`config.mk`:
```
export PLATFORM = sky130hd
export DESIGN_NAME = floating_point_multichannel_accumulator_flat
export DESIGN_NICKNAME = d
export VERILOG_FILES = /design/src/rtl/floating_point_multichannel_accumulator_if.sv /design/src/rtl/floating_point_multichannel_accumulator.sv /design/src/flat_wrapper.sv
export SDC_FILE = /design/constraint.sdc
export NUM_CORES = 1
export LEC_CHECK = 0
export ABC_AREA = 1
export CAP_MARGIN = 15
export CORE_UTILIZATION = 55
export CTS_CLUSTER_DIAMETER = 100
export DETAILED_ROUTE_END_ITERATION = 10
export MAX_ROUTING_LAYER = met4
export PLACE_DENSITY = 0.75
export SETUP_SLACK_MARGIN = 0.15
export SKIP_LAST_GASP = 1
export SYNTH_ARGS = -nofsm -noshare
export SYNTH_HDL_FRONTEND = slang
export SYNTH_SLANG_ARGS = --single-unit
```
`constraint.sdc`:
```
create_clock -name clkIn -period 24.9 [get_ports clkIn]
set_input_delay 4.98 -clock clkIn [delete_from_list [all_inputs] [get_ports clkIn]]
set_output_delay 4.98 -clock clkIn [all_outputs]
set_load 0.02 [all_outputs]
```
`src/rtl/floating_point_multichannel_accumulator_if.sv`:
```
// Sample and result bus of the multi-channel floating point accumulator.
// Defining FPACC_STATUS_EN adds the overflowOut status line.
interface floating_point_multichannel_accumulator_if #(
  parameter int DATA_WIDTH = 32,
  parameter int CHAN_WIDTH = 2
);
  logic                  validIn;
  logic                  lastIn;
  logic [CHAN_WIDTH-1:0] chanIn;
  logic [DATA_WIDTH-1:0] dataIn;
  logic                  validOut;
  logic [CHAN_WIDTH-1:0] chanOut;
  logic [DATA_WIDTH-1:0] dataOut;
`ifdef FPACC_STATUS_EN
  logic                  overflowOut;

  modport master (output validIn, lastIn, chanIn, dataIn,
                  input  validOut, chanOut, dataOut, overflowOut);
  modport slave  (input  validIn, lastIn, chanIn, dataIn,
                  output validOut, chanOut, dataOut, overflowOut);
`else
  modport master (output validIn, lastIn, chanIn, dataIn,
                  input  validOut, chanOut, dataOut);
  modport slave  (input  validIn, lastIn, chanIn, dataIn,
                  output validOut, chanOut, dataOut);
`endif
endinterface

```
`src/rtl/floating_point_multichannel_accumulator.sv`:
```
// NUM_CHAN independent FP running sums sharing one combinational RNE adder; lastIn emits the sum
// one cycle later. FPACC_STATUS_EN adds a sticky per-channel overflow bit on overflowOut.
module floating_point_multichannel_accumulator #(
  parameter int EXP_WIDTH  = 8,
  parameter int FRAC_WIDTH = 24,
  parameter int NUM_CHAN   = 4
) (
  input logic clkIn,
  input logic rstIn,
  floating_point_multichannel_accumulator_if.slave bus
);
  localparam int DATA_WIDTH = EXP_WIDTH + FRAC_WIDTH;
  localparam int CHAN_WIDTH = (NUM_CHAN > 1) ? $clog2(NUM_CHAN) : 1;
  localparam int MW = FRAC_WIDTH - 1;
  localparam int AW = FRAC_WIDTH + 3;
  localparam int SW = EXP_WIDTH + 2;
  localparam logic [EXP_WIDTH-1:0]  EMAX   = '1;
  localparam logic [EXP_WIDTH-1:0]  LP_AW  = EXP_WIDTH'(AW);
  localparam logic [CHAN_WIDTH:0]   LP_NCH = (CHAN_WIDTH+1)'(NUM_CHAN);
  localparam logic [DATA_WIDTH-1:0] QNAN   = {1'b0, EMAX, 1'b1, {(MW-1){1'b0}}};

  logic [DATA_WIDTH-1:0] r_sum [NUM_CHAN];
  logic [NUM_CHAN-1:0]   r_busy;
  logic                  r_vld;
  logic [CHAN_WIDTH-1:0] r_chan;
  logic [DATA_WIDTH-1:0] r_dat;

  logic                  w_chan_ok, w_acc;
  logic [CHAN_WIDTH-1:0] w_idx;
  logic [DATA_WIDTH-1:0] w_a, w_b, w_add, w_new;
  logic                  w_sa, w_sb, w_zero_a, w_zero_b, w_spec_a, w_spec_b, w_nan_a, w_nan_b;
  logic [EXP_WIDTH-1:0]  w_ea, w_eb, w_exp_l, w_exp_s, w_dexp, w_shamt;
  logic [MW-1:0]         w_ma, w_mb, w_man_r;
  logic                  w_swap, w_sgn_l, w_stk, w_rup;
  logic [AW-1:0]         w_man_l, w_man_s, w_shr, w_al, w_norm;
  logic [AW:0]           w_sum;
  logic [SW-1:0]         w_lz, w_exp_n, w_exp_r;
  logic [FRAC_WIDTH:0]   w_rnd;

  assign w_chan_ok = ({1'b0, bus.chanIn} < LP_NCH);
  assign w_acc     = bus.validIn & w_chan_ok;
  assign w_idx     = w_chan_ok ? bus.chanIn : '0;
  assign w_a       = r_sum[w_idx];
  assign w_b       = bus.dataIn;

  assign w_sa     = w_a[DATA_WIDTH-1];
  assign w_sb     = w_b[DATA_WIDTH-1];
  assign w_ea     = w_a[DATA_WIDTH-2 -: EXP_WIDTH];
  assign w_eb     = w_b[DATA_WIDTH-2 -: EXP_WIDTH];
  assign w_ma     = w_a[MW-1:0];
  assign w_mb     = w_b[MW-1:0];
  assign w_zero_a = (w_ea == '0);
  assign w_zero_b = (w_eb == '0);
  assign w_spec_a = (w_ea == EMAX);
  assign w_spec_b = (w_eb == EMAX);
  assign w_nan_a  = w_spec_a & (w_ma != '0);
  assign w_nan_b  = w_spec_b & (w_mb != '0);
  assign w_swap   = ({w_eb, w_mb} > {w_ea, w_ma});

  always_comb begin
    w_sgn_l = w_swap ? w_sb : w_sa;
    w_exp_l = w_swap ? w_eb : w_ea;
    w_exp_s = w_swap ? w_ea : w_eb;
    w_man_l = w_swap ? {1'b1, w_mb, 3'b000} : {1'b1, w_ma, 3'b000};
    w_man_s = w_swap ? {1'b1, w_ma, 3'b000} : {1'b1, w_mb, 3'b000};
    w_dexp  = w_exp_l - w_exp_s;
    w_shamt = (w_dexp > LP_AW) ? LP_AW : w_dexp;
    w_shr   = w_man_s >> w_shamt;
    w_stk   = |(w_man_s & ~({AW{1'b1}} << w_shamt));
    // Shifted-out bits collapse into the bottom (sticky) position.
    w_al    = {w_shr[AW-1:1], w_shr[0] | w_stk};
    w_sum   = (w_sa == w_sb) ? ({1'b0, w_man_l} + {1'b0, w_al})
                             : ({1'b0, w_man_l} - {1'b0, w_al});
    w_lz = '0;
    for (int i = 0; i < AW; i++) begin
      if (w_sum[i]) w_lz = SW'(AW - 1 - i);
    end
    if (w_sum[AW]) begin
      w_norm  = {w_sum[AW:2], w_sum[1] | w_sum[0]};
      w_exp_n = {2'b00, w_exp_l} + SW'(1);
    end else begin
      w_norm  = w_sum[AW-1:0] << w_lz;
      w_exp_n = {2'b00, w_exp_l} - w_lz;
    end
    w_rup   = w_norm[2] & (w_norm[1] | w_norm[0] | w_norm[3]);
    w_rnd   = {1'b0, w_norm[AW-1:3]} + {{FRAC_WIDTH{1'b0}}, w_rup};
    w_exp_r = w_exp_n + {{(SW-1){1'b0}}, w_rnd[FRAC_WIDTH]};
    w_man_r = w_rnd[FRAC_WIDTH] ? w_rnd[MW:1] : w_rnd[MW-1:0];

    w_add = {w_sgn_l, w_exp_r[EXP_WIDTH-1:0], w_man_r};
    if (w_sum == '0 || w_exp_r[SW-1] || w_exp_r == '0)
      w_add = '0;
    else if (w_exp_r[SW-2:0] >= {1'b0, EMAX})
      w_add = {w_sgn_l, EMAX, {MW{1'b0}}};
    // Specials and flushed-zero operands override the arithmetic path.
    if (w_nan_a | w_nan_b | (w_spec_a & w_spec_b & (w_sa != w_sb)))
      w_add = QNAN;
    else if (w_spec_a)
      w_add = w_a;
    else if (w_spec_b)
      w_add = w_b;
    else if (w_zero_a & w_zero_b)
      w_add = {w_sa & w_sb, {(DATA_WIDTH-1){1'b0}}};
    else if (w_zero_a)
      w_add = w_b;
    else if (w_zero_b)
      w_add = w_a;
  end

  assign w_new = r_busy[w_idx] ? w_add : w_b;

  always_ff @(posedge clkIn) begin
    if (rstIn) begin
      r_busy <= '0;
      for (int i = 0; i < NUM_CHAN; i++) r_sum[i] <= '0;
      r_vld  <= 1'b0;
      r_chan <= '0;
      r_dat  <= '0;
    end else begin
      r_vld <= w_acc & bus.lastIn;
      if (w_acc) begin
        r_sum[w_idx]  <= w_new;
        r_busy[w_idx] <= ~bus.lastIn;
        if (bus.lastIn) begin
          r_chan <= w_idx;
          r_dat  <= w_new;
        end
      end
    end
  end

  assign bus.validOut = r_vld;
  assign bus.chanOut  = r_chan;
  assign bus.dataOut  = r_dat;

`ifdef FPACC_STATUS_EN
  logic [NUM_CHAN-1:0] r_ovf;
  logic                r_ovf_out;
  logic                w_ovf, w_ovf_run;

  // From finite operands the only all-ones-exponent result is an overflow to infinity.
  assign w_ovf     = ~w_spec_a & ~w_spec_b & (w_add[DATA_WIDTH-2 -: EXP_WIDTH] == EMAX);
  assign w_ovf_run = r_ovf[w_idx] | (r_busy[w_idx] & w_ovf);

  always_ff @(posedge clkIn) begin
    if (rstIn) begin
      r_ovf     <= '0;
      r_ovf_out <= 1'b0;
    end else if (w_acc) begin
      r_ovf[w_idx] <= ~bus.lastIn & w_ovf_run;
      if (bus.lastIn) r_ovf_out <= w_ovf_run;
    end
  end

  assign bus.overflowOut = r_ovf_out;
`endif
endmodule

```
`src/flat_wrapper.sv`:
```
// flat-port wrapper written by rule: the top's interface ports become plain ports
module floating_point_multichannel_accumulator_flat 
#(
  parameter int EXP_WIDTH  = 8,
  parameter int FRAC_WIDTH = 24,
  parameter int NUM_CHAN   = 4
)
  (clkIn, rstIn, bus_validIn, bus_lastIn, bus_chanIn, bus_dataIn, bus_validOut, bus_chanOut, bus_dataOut);
  floating_point_multichannel_accumulator_if #(.DATA_WIDTH(32), .CHAN_WIDTH(2)) bus_i ();
  input logic clkIn;
  input logic rstIn;
  input wire logic [$bits(bus_i.validIn)-1:0] bus_validIn;
  input wire logic [$bits(bus_i.lastIn)-1:0] bus_lastIn;
  input wire logic [$bits(bus_i.chanIn)-1:0] bus_chanIn;
  input wire logic [$bits(bus_i.dataIn)-1:0] bus_dataIn;
  output wire logic [$bits(bus_i.validOut)-1:0] bus_validOut;
  output wire logic [$bits(bus_i.chanOut)-1:0] bus_chanOut;
  output wire logic [$bits(bus_i.dataOut)-1:0] bus_dataOut;
  assign bus_i.validIn = bus_validIn;
  assign bus_i.lastIn = bus_lastIn;
  assign bus_i.chanIn = bus_chanIn;
  assign bus_i.dataIn = bus_dataIn;
  assign bus_validOut = bus_i.validOut;
  assign bus_chanOut = bus_i.chanOut;
  assign bus_dataOut = bus_i.dataOut;
  floating_point_multichannel_accumulator #(.EXP_WIDTH(EXP_WIDTH), .FRAC_WIDTH(FRAC_WIDTH), .NUM_CHAN(NUM_CHAN)) u_core (.clkIn(clkIn), .rstIn(rstIn), .bus(bus_i));
endmodule
```
==> flow_summary_export.csv <==
group,metric,value,unit
placement,io_buffers,72,
timing,setup_slack,2.62,ns
floorplan,initial_core_util,56.1,%
yosys,mappedNetlistNets,2744,
worst_setup_path,worstPathMaxFanout,81,
clock_network,cts_hold_buffers,0,
layout,diodes,0,
detailed_routing,initialDrtViolationCount,2401,
clock_network,cts_buffers,17,
yosys,synth.most_common_cell,"nand2_1",
yosys,synth-simple-area-share,37.3,%
grt,grt_usage,40.9,%
outcome,outcome,"finished clean",
worst_setup_path,reg2reg_depth,92,
placement,dp_hpwl,48.3,mm
layout,drive_gt1_share,7.26,%
yosys,ys_ff_latch,167,
clock_network,cts_setup_buffers,0,
min_path,min-delay-start,"u_core.r_busy[2]$_SDFFE_PP0P_",
placement,pre_cts_ws,2.67,ns
worst_setup_path,reg2reg_slack,8.00,ns
floorplan,core_area,30700,µm²
timing,period_needed,22.28,ns
timing,slew_violations,0,
yosys,synth-xor-area-share,3.81,%
yosys,yosysUniqueCellTypes,73,
timing,fin_tns_setup,0,ns
worst_setup_path,end_kind,"flip-flop",
detailed_routing,via_per_inst,6.26,
layout,nets,2752,
timing,tightest_slew,1.09,ns
worst_setup_path,crit_top_cell,"nand2_1",
yosys,ys.warnings.count,0,
yosys,synth_common_cells,"nand2_1 (680), nand3_1 (331), inv_1 (259), nor2_1 (253), a21oi_1 (187)",
yosys,synth_compound_area_share,17.0,%
yosys,netlist.area_leader.share,22.3,%
timing,relSlewSlack,27.3,%
clock_network,cts_tree,"yes",
worst_setup_path,reg2reg_to,"u_core.r_sum[1][7]$_SDFFCE_PN0P_",
worst_setup_path,crit_type,"in2reg",
timing,fin_crit_sh,89.5,%
detailed_routing,drc,0,
worst_setup_path,arrival,22.45,ns
yosys,yosys.area_share.adder,5.03,%
detailed_routing,finalWirelength,64.2,mm
timing,finClkSkew,0.00950,ns
layout,syn2layout_area_growth,8.62,%
clock_network,numClockSinks,167,
min_path,whs_path_depth,2,
timing,setup_violations,0,
detailed_routing,wl_per_cell,21.0,µm
clock_network,clk_path_buf_depth,2,
detailed_routing,drtAntennaViolNets,0,
detailed_routing,via_count,19119,
clock_network,clk_pin_slew,0.07,ns
grt,grt_pass1_wl,97.3,mm
clock_network,cts_max_level,4,
detailed_routing,drt_first_pass_iters,6,
grt,overflow,0,
yosys,syn_avg_cell_area,6.53,µm²
yosys,synth_cells,2638,
worst_setup_path,cpPeakStageDelay,0.70,ns
yosys,synth_top_area_cell,"edfxtp_1",
yosys,synth_area_leaders,"edfxtp_1 (22%), nand2_1 (15%), nand3_1 (9.6%)",
grt,antenna_found_initial,0,
grt,grt_pass1_vias,17115,
grt,grt_max_degree,82,
timing,rsz0062_at_grt,"no",
floorplan,die_width,179,µm
timing,finalHoldViolations,0,
run,maxCapViolations,0,
floorplan,fp.dieH,179,µm
yosys,seq_area_frac_synth,26.9,%
min_path,hp-class,"reg2reg",
power_and_ir_drop,power,0.00233,W
worst_setup_path,required,25.07,ns
clock_network,cts_resized,0,
power_and_ir_drop,p_per_area,125,nW/µm²
power_and_ir_drop,ir_drop,0.0863,mV
power_and_ir_drop,cellLeakagePower,8.78,nW
yosys,syn_area,17200,µm²
yosys,synth_top_family_by_area,"simple AND/OR/NAND/NOR gates",
yosys,synth-main-ff-cell,"edfxtp_1",
placement,place_congestion,1.07,
floorplan,num_rows,64,
floorplan,io_pins,73,
min_path,hold_end,"u_core.r_busy[2]$_SDFFE_PP0P_",
clock_network,clk_latency,0.43,ns
worst_setup_path,slowest_stage,"nor2_4",
worst_setup_path,timing.rr.start,"u_core.r_sum[0][5]$_SDFFCE_PN0P_",
yosys,muxShareOfSynthArea,0.0581,%
clock_network,clock-root-buffer,"clkbuf_16",
yosys,synth-async-reset-ratio,0,%
floorplan,die_area,32000,µm²
worst_setup_path,startpoint_type,"input port",
yosys,synth-edff-count,128,
timing,fmax,0.0449,GHz
layout,fin_util,61.0,%
==> critical path: cells and delay by family <==
kind            cells  cell delay (ns)
buf+inv            10             2.44
xor+xnor            3             0.97
fa+ha+maj           7             1.81
simple gates       61             9.19
compound gates     13             2.95
==> power by group <==
part | internal [W] | switching (W)
Sequential | 0.000325 | 0.00000819
Combinational | 0.000497 | 0.00123
Clock | 0.000167 | 0.000111
==> logic make-up (layout without fill, tap and decap cells) <==
| family | Yosys count | in the layout |
|---|---|---|
| adders and majority gates | 68 | 68 |
| muxes | 1 | 1 |
| AOI/OAI and AO/OA | 489 | 489 |
| xor gates and xnor gates | 72 | 72 |
| and+or+nand+nor | 1434 | 1434 |
| DFF | 167 | 167 |
| buffers and inverters | 407 | 428 |
==> registers in the layout, indices dropped and copies added (netlist names) <==
name                 cells
u_core.r_sum           128
u_core.r_busy            4
u_core.bus.validOut      1
u_core.bus.chanOut       2
u_core.bus.dataOut      32
==> cell usage in the layout (no fill, tap or decap), types with 43 or more instances in the layout <==
cell type,n
nand3_1,331
clkdlybuf4s50_1,72
nand2_1,680
xor2_1,43
edfxtp_1,128
nor2_1,253
a21oi_1,186
inv_1,259
ha_1,66
o21ai_0,130
==> worst max path at each step <==
stage / startpoint / endpoint
4_1_cts: bus_chanIn[1] / u_core.r_sum[1][7]$_SDFFCE_PN0P_
3_5_place_dp: bus_chanIn[1] / u_core.r_sum[1][7]$_SDFFCE_PN0P_
2_1_floorplan: bus_chanIn[0] / u_core.r_sum[1][13]$_SDFFCE_PN0P_
3_3_place_gp: bus_chanIn[1] / u_core.r_sum[1][7]$_SDFFCE_PN0P_
5_1_grt: bus_chanIn[1] / u_core.r_sum[1][7]$_SDFFCE_PN0P_
6_report: bus_chanIn[1] / u_core.r_sum[1][7]$_SDFFCE_PN0P_
==> layer usage <==
metal,vias up,track usage [%],share of wire [%]
li1,8889,-,-
met1,8809,52.7,40
met2,1243,64.5,46
met3,178,5.56,10
met4,0,17.0,4.3
met5,-,-,0
==> layout make-up <==
type	count	area (µm²)
Tap cell	396	495
Fill cell	2903	12000
Sequential cell	167	4620
Clock buffer	19	464
Clock inverter	13	169
Timing Repair Buffer	105	968
Multi-Input combinational cell	2064	10900
Inverter	291	1090
==> through the flow <==
step	instance area, µm²	cells	hold slack (ns)
after floorplan	17200	2638	0.449
after global placement	18100	3023	0.459
after detailed placement	18100	3023	0.470
after CTS	18700	3055	0.481
after global routing	18700	3055	0.502
final	18700	3055	0.486
Note: power is estimated with default switching activity, not from simulation.
